File: src/rtl/cpu_types_pkg.sv
// Shared CPU datapath types: ALU opcodes, machine word, and multiply sequencer state.
`default_nettype none

package cpu_types_pkg;

  localparam int WORD_W = 32;

  typedef logic [WORD_W-1:0] word_t;

  typedef enum logic [3:0] {
    ALU_ADD = 4'd0,
    ALU_SUB = 4'd1,
    ALU_AND = 4'd2,
    ALU_OR  = 4'd3,
    ALU_XOR = 4'd4,
    ALU_SLT = 4'd5,
    ALU_SLL = 4'd6,
    ALU_SRL = 4'd7
  } aluop_t;

  typedef enum logic [1:0] {
    MS_IDLE = 2'd0,
    MS_CALC = 2'd1,
    MS_DONE = 2'd2
  } mulstate_t;

  localparam int MUL_ITER = 32;

  // The shared ALU has no carry-out flag, so bit WIDTH of the sum is rebuilt
  // from the operand MSBs and the MSB of the truncated sum.
  function automatic logic add_carry(input logic a_msb, input logic b_msb, input logic s_msb);
    return (a_msb & b_msb) | ((a_msb | b_msb) & ~s_msb);
  endfunction

endpackage

`default_nettype wire

File: src/rtl/alu_mul_seq.sv
// alu_mul_seq: 32x32->64 unsigned shift-and-add multiplier that borrows the shared ALU.
`default_nettype none

module alu_mul_seq
  import cpu_types_pkg::*;
#(
  parameter int WIDTH = 32,
  parameter int CNT_W = 6
) (
  input  logic             CLK,
  input  logic             RST,
  input  logic             start,
  input  logic [WIDTH-1:0] multiplicand,
  input  logic [WIDTH-1:0] multiplier,
  output logic             busy,
  output logic             done,
  output logic [WIDTH-1:0] product_hi,
  output logic [WIDTH-1:0] product_lo,
  output logic             alu_own,
  output aluop_t           alu_aluop,
  output logic [WIDTH-1:0] alu_porta,
  output logic [WIDTH-1:0] alu_portb,
  input  logic [WIDTH-1:0] alu_porto
);

  mulstate_t        r_state;
  logic [CNT_W-1:0] r_cnt;
  logic [WIDTH-1:0] r_acc_hi;
  logic [WIDTH-1:0] r_mplier;
  logic [WIDTH-1:0] r_mcand;
  logic             w_carry;
  logic             w_last;

  assign alu_aluop = ALU_ADD;
  assign alu_porta = r_acc_hi;
  assign alu_portb = r_mplier[0] ? r_mcand : '0;
  assign w_carry   = add_carry(alu_porta[WIDTH-1], alu_portb[WIDTH-1], alu_porto[WIDTH-1]);
  assign w_last    = (r_cnt == CNT_W'(WIDTH - 1));

  assign busy       = (r_state == MS_CALC);
  assign alu_own    = (r_state == MS_CALC);
  assign done       = (r_state == MS_DONE);
  assign product_hi = r_acc_hi;
  assign product_lo = r_mplier;

  always_ff @(posedge CLK) begin
    if (RST) begin
      r_state  <= MS_IDLE;
      r_cnt    <= '0;
      r_acc_hi <= '0;
      r_mplier <= '0;
      r_mcand  <= '0;
    end else begin
      case (r_state)
        MS_IDLE, MS_DONE: begin
          if (start) begin
            r_mcand  <= multiplicand;
            r_mplier <= multiplier;
            r_acc_hi <= '0;
            r_cnt    <= '0;
            r_state  <= MS_CALC;
          end else begin
            r_state  <= MS_IDLE;
          end
        end
        MS_CALC: begin
          // Shift the 33-bit sum right one place; its LSB becomes a product bit.
          r_acc_hi <= {w_carry, alu_porto[WIDTH-1:1]};
          r_mplier <= {alu_porto[0], r_mplier[WIDTH-1:1]};
          r_cnt    <= r_cnt + 1'b1;
          if (w_last) begin
            r_state <= MS_DONE;
          end
        end
        default: begin
          r_state <= MS_IDLE;
        end
      endcase
    end
  end

endmodule

`default_nettype wire

File: config.mk
export PLATFORM = sky130hd
export DESIGN_NAME = alu_mul_seq
export DESIGN_NICKNAME = d
export VERILOG_FILES = /design/src/rtl/cpu_types_pkg.sv /design/src/rtl/alu_mul_seq.sv
export SDC_FILE = /design/constraint.sdc
export NUM_CORES = 1
export LEC_CHECK = 0
export CORE_ASPECT_RATIO = 1.2
export CORE_MARGIN = 8
export CORE_UTILIZATION = 30
export CTS_BUF_LIST = sky130_fd_sc_hd__clkbuf_8
export DETAILED_ROUTE_END_ITERATION = 12
export PLACE_DENSITY = 0.72
export RECOVER_POWER = 50
export SLEW_MARGIN = 20
export SYNTH_ARGS = -nofsm -noshare
export SYNTH_HDL_FRONTEND = slang
export SYNTH_SLANG_ARGS = --single-unit
File: constraint.sdc
create_clock -name CLK -period 1.2 [get_ports CLK]
set_input_delay 0.12 -clock CLK [delete_from_list [all_inputs] [get_ports CLK]]
set_output_delay 0.12 -clock CLK [all_outputs]
set_load 0.05 [all_outputs]
==> out/metrics.cfg <==
[run_status]
outcome = finished, violations left
violations = negative setup slack

[hold_path]
hold_path.class = in2reg

[sta]
rsz0062_at_grt = true
fin_crit_sh_pct = 118
setup_violations = 140
hold_viol_final = 0
timing.final.crit_period_ns = 1.42
max_freq_mhz = 704
setup-tns-final_ns = -19.91
tightestPinTransition_ns = 0.534
skew_ns = 0.0210
slew_headroom_pct = 64.4
maxSlewViolCount = 0
fin_ws_ns = -0.220

[worst_setup_path]
critPathKind = reg2reg
required_ns = 1.52
cp_data_arrival_time_ns = 1.74
cp_num_buf_inv = 3
cpMaxStageDelayCell = dfxtp_2
slowest_delay_ns = 0.34
cp_cell_sequence = nand2b_4 -> buf_12 -> buf_16 -> nor2_4 -> clkbuf_16 -> a22o_1
critPathTopFamily = buffers and inverters
startpoint_type = flip-flop
crit_fanout = 16
cp-end-kind = flip-flop

[synthesis]
synthArstFlopShare_pct = 0
yosys-top-cells-area = dfxtp_1 (49%), a21oi_1 (7.6%), buf_4 (7.6%)
synth.top_cells.by_count = dfxtp_1 (104), nand2_1 (67), a21oi_1 (65)
yosys_register_bits = 104
yosysWarnings = 0
seq_area_frac_synth_pct = 48.7
synth_cell_types = 32
syn_avg_cell_area_um2 = 9.00
synthMostInstantiatedCell = dfxtp_1
netlist_area_mm2 = 0.00428
ys.flop_type = dfxtp_1
synth_top_area_share_pct = 48.7
syn_inst = 475
yosysTopAreaCell = dfxtp_1
synth-edff-count = 0

[die]
die_x_um = 125
core_area_mm2 = 0.0142
die_area_mm2 = 0.0183
rows = 48
start_util_pct = 30.2
die_y_um = 147
ios = 234

[global_route]
grt_usage_pct = 17.5
grt_pass1_wl_um = 25800
grt_remaining_overflow = 0
antenna_found_initial = 0
grt_max_degree = 41
grt_pass1_vias = 4598

[placement]
dpl.cell_count = 824
post-dp-hpwl_um = 11500
place_congestion = 0.721
placement.io_buffers = 229

[power]
leakagePower_nw = 3.44
p_switching_w = 0.00348
ir_worst_vdd_mv = 0.577
p_sw_share_pct = 34.7
power.share.combinational_pct = 36.6
seq_power_share_pct = 40.0
internal-power_w = 0.00655
pwr-share-clk_pct = 23.4
powerDensity_mw_per_mm2 = 1130

[clock_tree]
root_buffer = clkbuf_8
insertion_delay_ns = 0.38
cts_inserted_buffers = 9
cts_tree = yes
h-tree-depth = 3
cts_buffer_depth = 2
clkTransAtPathRegs_ns = 0.12
cts.sinks = 104

[drt]
routedWlPerCell_um = 20.3
via_per_inst = 5.07
ant_nets = 0
drtIter0Drc = 283
route.detailed.drc = 0
drt-pass1-iter-count = 5
drt-total-wl_um = 17700
vias = 4429

[cells_and_area]
instances_no_fill = 873
fin_nets = 793
layout-drive-gt1-share_pct = 43.1
area_growth_pct = 107
n_antenna_cell = 0
n_fill_cell = 1089
utilization_pct = 62.5

[run]
drv_cap = 0

==> final timing paths <==
path / end / cells after the start / from / slack [ns]
max: alu_porta[29]$_SDFFE_PP0P_ / 6 / r_state[1]$_SDFFE_PP0P_ / -0.22
max reg2reg: alu_porta[29]$_SDFFE_PP0P_ / 6 / r_state[1]$_SDFFE_PP0P_ / -0.22
min: r_mcand[4]$_SDFFE_PP0P_ / 3 / multiplicand[4] / 0.29
min reg2reg: r_mcand[16]$_SDFFE_PP0P_ / 2 / r_mcand[16]$_SDFFE_PP0P_ / 0.46
==> state kept, by name (all words and copies together), names as in the netlist <==
name	flops
product_lo	32
r_state	2
r_mcand	32
alu_porta	32
r_cnt	6
==> power groups by stage <==
| stage | clock (W) | combinational, W | sequential [W] |
|---|---|---|---|
| final | 0.00235 | 0.00367 | 0.00401 |
| after global routing | 0.00256 | 0.00382 | 0.00404 |
| after CTS | 0.00240 | 0.00345 | 0.00400 |
| after detailed placement | 0 | 0.00311 | 0.00407 |
| after global placement | 0 | 0.00306 | 0.00406 |
| after floorplan | 0 | 0.00111 | 0.00444 |
==> cell usage in the layout, fill, tap and decap left out, types with 4 or more instances in the layout <==
cell type,count
dfxtp_1,94
clkbuf_8,9
nand3_1,30
nand2_1,65
nor2_1,5
a22o_1,32
a21oi_1,43
a22oi_1,10
a22oi_2,21
dfxtp_2,8
a21oi_2,22
clkdlybuf4s50_1,97
mux2_4,4
and2_2,22
and2_4,9
buf_12,135
buf_4,23
clkbuf_16,5
buf_6,8
conb_1,4
buf_16,5
==> timing repair <==
| item | in CTS | in global routing |
|---|---|---|
| pin swaps | 9 | 28 |
| setup buffers | 12 | 13 |
| gates cloned | 5 | 6 |
| gates resized for setup | 43 | 64 |
| setup endpoints to repair | 147 | 147 |
| hold buffers | 0 | 0 |
==> tightest hold or removal path: stages <==
cell and delay (ns):
clkdlybuf4s50_1 0.40, nand2_1 0.06, a21oi_1 0.05
==> layout make-up <==
cell class | instances | area [µm²] | area share, %
clock buffers | 9 | 124 | 1.40
clock inverters | 7 | 91.3 | 1.03
inverters | 2 | 12.5 | 0.141
multi-input cells | 296 | 2040 | 23.0
flip-flops and latches | 104 | 2100 | 23.7
well taps | 175 | 219 | 2.47
repair buffers | 280 | 4280 | 48.2
==> per-layer routing <==
metal  vias up  share of wire, %  global-route usage [%]
met4         0               2.5                    7.26
met5         -                 0                       0
met1      2121                38                    19.3
li1       2051                 -                       -
met2       222                50                    29.5
met3        35               9.5                    6.82
==> per-stage QoR <==
stage | power (W) | hold WS, ns | setup slack (ns) | area, µm²
after floorplan | 0.00556 | 0.253 | -0.000308 | 4330
after global placement | 0.00712 | 0.437 | -0.716 | 7850
after detailed placement | 0.00718 | 0.444 | -0.859 | 7850
after CTS | 0.00985 | 0.268 | -0.225 | 8500
after global routing | 0.0104 | 0.281 | -0.274 | 8860
final | 0.0100 | 0.291 | -0.220 | 8860
==> cells by family (layout without fill, tap and decap cells) <==
kind of cell	Yosys count	in the layout	share of synthesized area, %
AND/OR/NAND/NOR	153	154	17.6
AO/OA/AOI/OAI	133	133	20.7
flip-flops	104	104	48.7
other	1	4	0.0877
buffers and inverters	79	298	11.4
adder cells (fa/ha/maj)	1	1	0.293
multiplexers	4	4	1.14
Note: power is estimated with default switching activity, not from simulation.
==> RTL edit: new RTL, config.mk and constraints unchanged <==
Change the parameter `CNT_W` from 6 to 3.
--- a/src/rtl/alu_mul_seq.sv
+++ b/src/rtl/alu_mul_seq.sv
@@ -5,7 +5,7 @@
   import cpu_types_pkg::*;
 #(
   parameter int WIDTH = 32,
-  parameter int CNT_W = 6
+  parameter int CNT_W = 3
 ) (
   input  logic             CLK,
   input  logic             RST,
Check against the original RTL: not equivalent (Yosys sat finds a counterexample within 10 cycles, from zero or initial values and one cycle with RST high).
==> RTL edit against the original RTL <==
- the flow still finishes with violations (setup timing)
- sequential cell count shrank 3
- critical path depth shrank 3
- worst hold slack lost 0.014 ns
- setup slack gained 0.028 ns
- cell count grew 2.3%
- synthesized cell count grew 2.7%
- synthesized area grew 2.5%
- largest cell class unchanged
- power shrank 4.8%
- via count shrank 0.23%
- design area grew 1.8%
- routed wire length grew 3.2%
==> RTL edit: results (changes against the original RTL) <==
| Metric | Value |
|---|---|
| Run status | complete, but fails checks (unchanged) |
| Violated checks | setup timing (unchanged) |
| # setup viols final | 135 (was 140) |
| Detailed Route WL | 18300 um (was 17700 um) |
| DR vias | 4419 (was 4429) |
| Maximum vdd drop | 552 uV (was 577 uV) |
| Leading cell types by count after synthesis | nand2_1 (129), dfxtp_1 (101), buf_4 (43) (was dfxtp_1 (104), nand2_1 (67), a21oi_1 (65)) |
| Post-DP HPWL | 11700 um (was 11500 um) |
| First-pass GRT wire length | 26200 um (was 25800 um) |
| Cells taking the most area after synthesis | dfxtp_1 (46%), nand2_1 (11%), a311oi_2 (9.6%) (was dfxtp_1 (49%), a21oi_1 (7.6%), buf_4 (7.6%)) |
| Clk_skew | 0.0120 ns (was 0.0210 ns) |
| Max stage delay cell, worst path | dfxtp_4 (was dfxtp_2) |
| Crit path from | product_lo[0] (was r_state[1]) |
| Largest stage delay on the critical path | 0.43 ns (was 0.34 ns) |
| R2R Path Start | r_state[0] (was r_state[1]) |
| Largest net degree at the start of global routing | 38 (was 41) |
| First-pass DRT Iterations | 6 (was 5) |
| Pleak | 0.00366 uW (was 0.00344 uW) |
| Synth Instances | 488 (was 475) |
| DRT iter0 DRCs | 181 (was 283) |
| DR vias/cell | 4.95 (was 5.07) |
| Reg clk slew, reported paths | 0.09 ns (was 0.12 ns) |
| Cells after DPL | 838 (was 824) |
| Vias in the first global route | 4630 (was 4598) |
| Gp weighted congestion | 0.727 (was 0.721) |
| Slack of the critical path | -0.192 ns (was -0.220 ns) |
==> RTL edit: cell count changes after synthesis, moves of 4 or more <==
cell      unedited run  this run
nand2_1             67       129
a22oi_1             31         0
a311oi_2             0        28
nand3_1             32         1
a21oi_1             65        33
nor2_1               5        34
buf_2               25        18
buf_6                0         4
==> RTL edit: kinds of logic after synthesis <==
group | after synthesis | share of synthesized area [%]
AOI/OAI and AO/OA | 101 | 21.3
adders and majority gates | 2 | 0.571
buffers and inverters | 78 | 11.6
DFF | 101 | 46.1
other | 1 | 0.0856
and+or+nand+nor | 205 | 20.3
==> RTL edit: what timing repair did <==
action / 4_1_cts / 5_1_grt
gates resized for setup: 70 / 131
buffers inserted: 14 / 10
gates cloned: 12 / 7
setup endpoints to repair: 103 / 138
pin swaps: 28 / 79
==> RTL edit: power breakdown <==
group / switching, uW / total [uW] / internal [uW]
Combinational: 1880 / 3640 / 1760
Sequential: 284 / 3870 / 3590
Clock: 1230 / 2040 / 810
==> RTL edit: path summary, 6_finish.rpt <==
check | to | slack, ns | cells past startpoint
worst max-delay path | alu_portb[26] | -0.19 | 3
worst min-delay path | r_state[0] | 0.28 | 3
worst max register to register | product_lo[29] | -0.17 | 5
worst min register to register | r_mcand[11] | 0.46 | 2
==> RTL edit: layout make-up <==
cell class	count	area [sq um]
tap	175	219
multi-input combinational	312	2400
clock buffer	10	138
sequential	101	2030
inverter	2	15.0
clock inverter	6	40.0
fill	1072	5330
timing repair buffer	287	4190
==> RTL edit: routing by layer <==
metal / up-vias / part of all wire (%) / routed length [um] / track usage, %
met5: - / 0 / 0 / 0
met3: 31 / 5.9 / 1080 / 4.66
li1: 2060 / - / - / -
met4: 0 / 2.4 / 432 / 7.47
met1: 2158 / 37 / 6840 / 18.5
met2: 170 / 54 / 9960 / 32.6
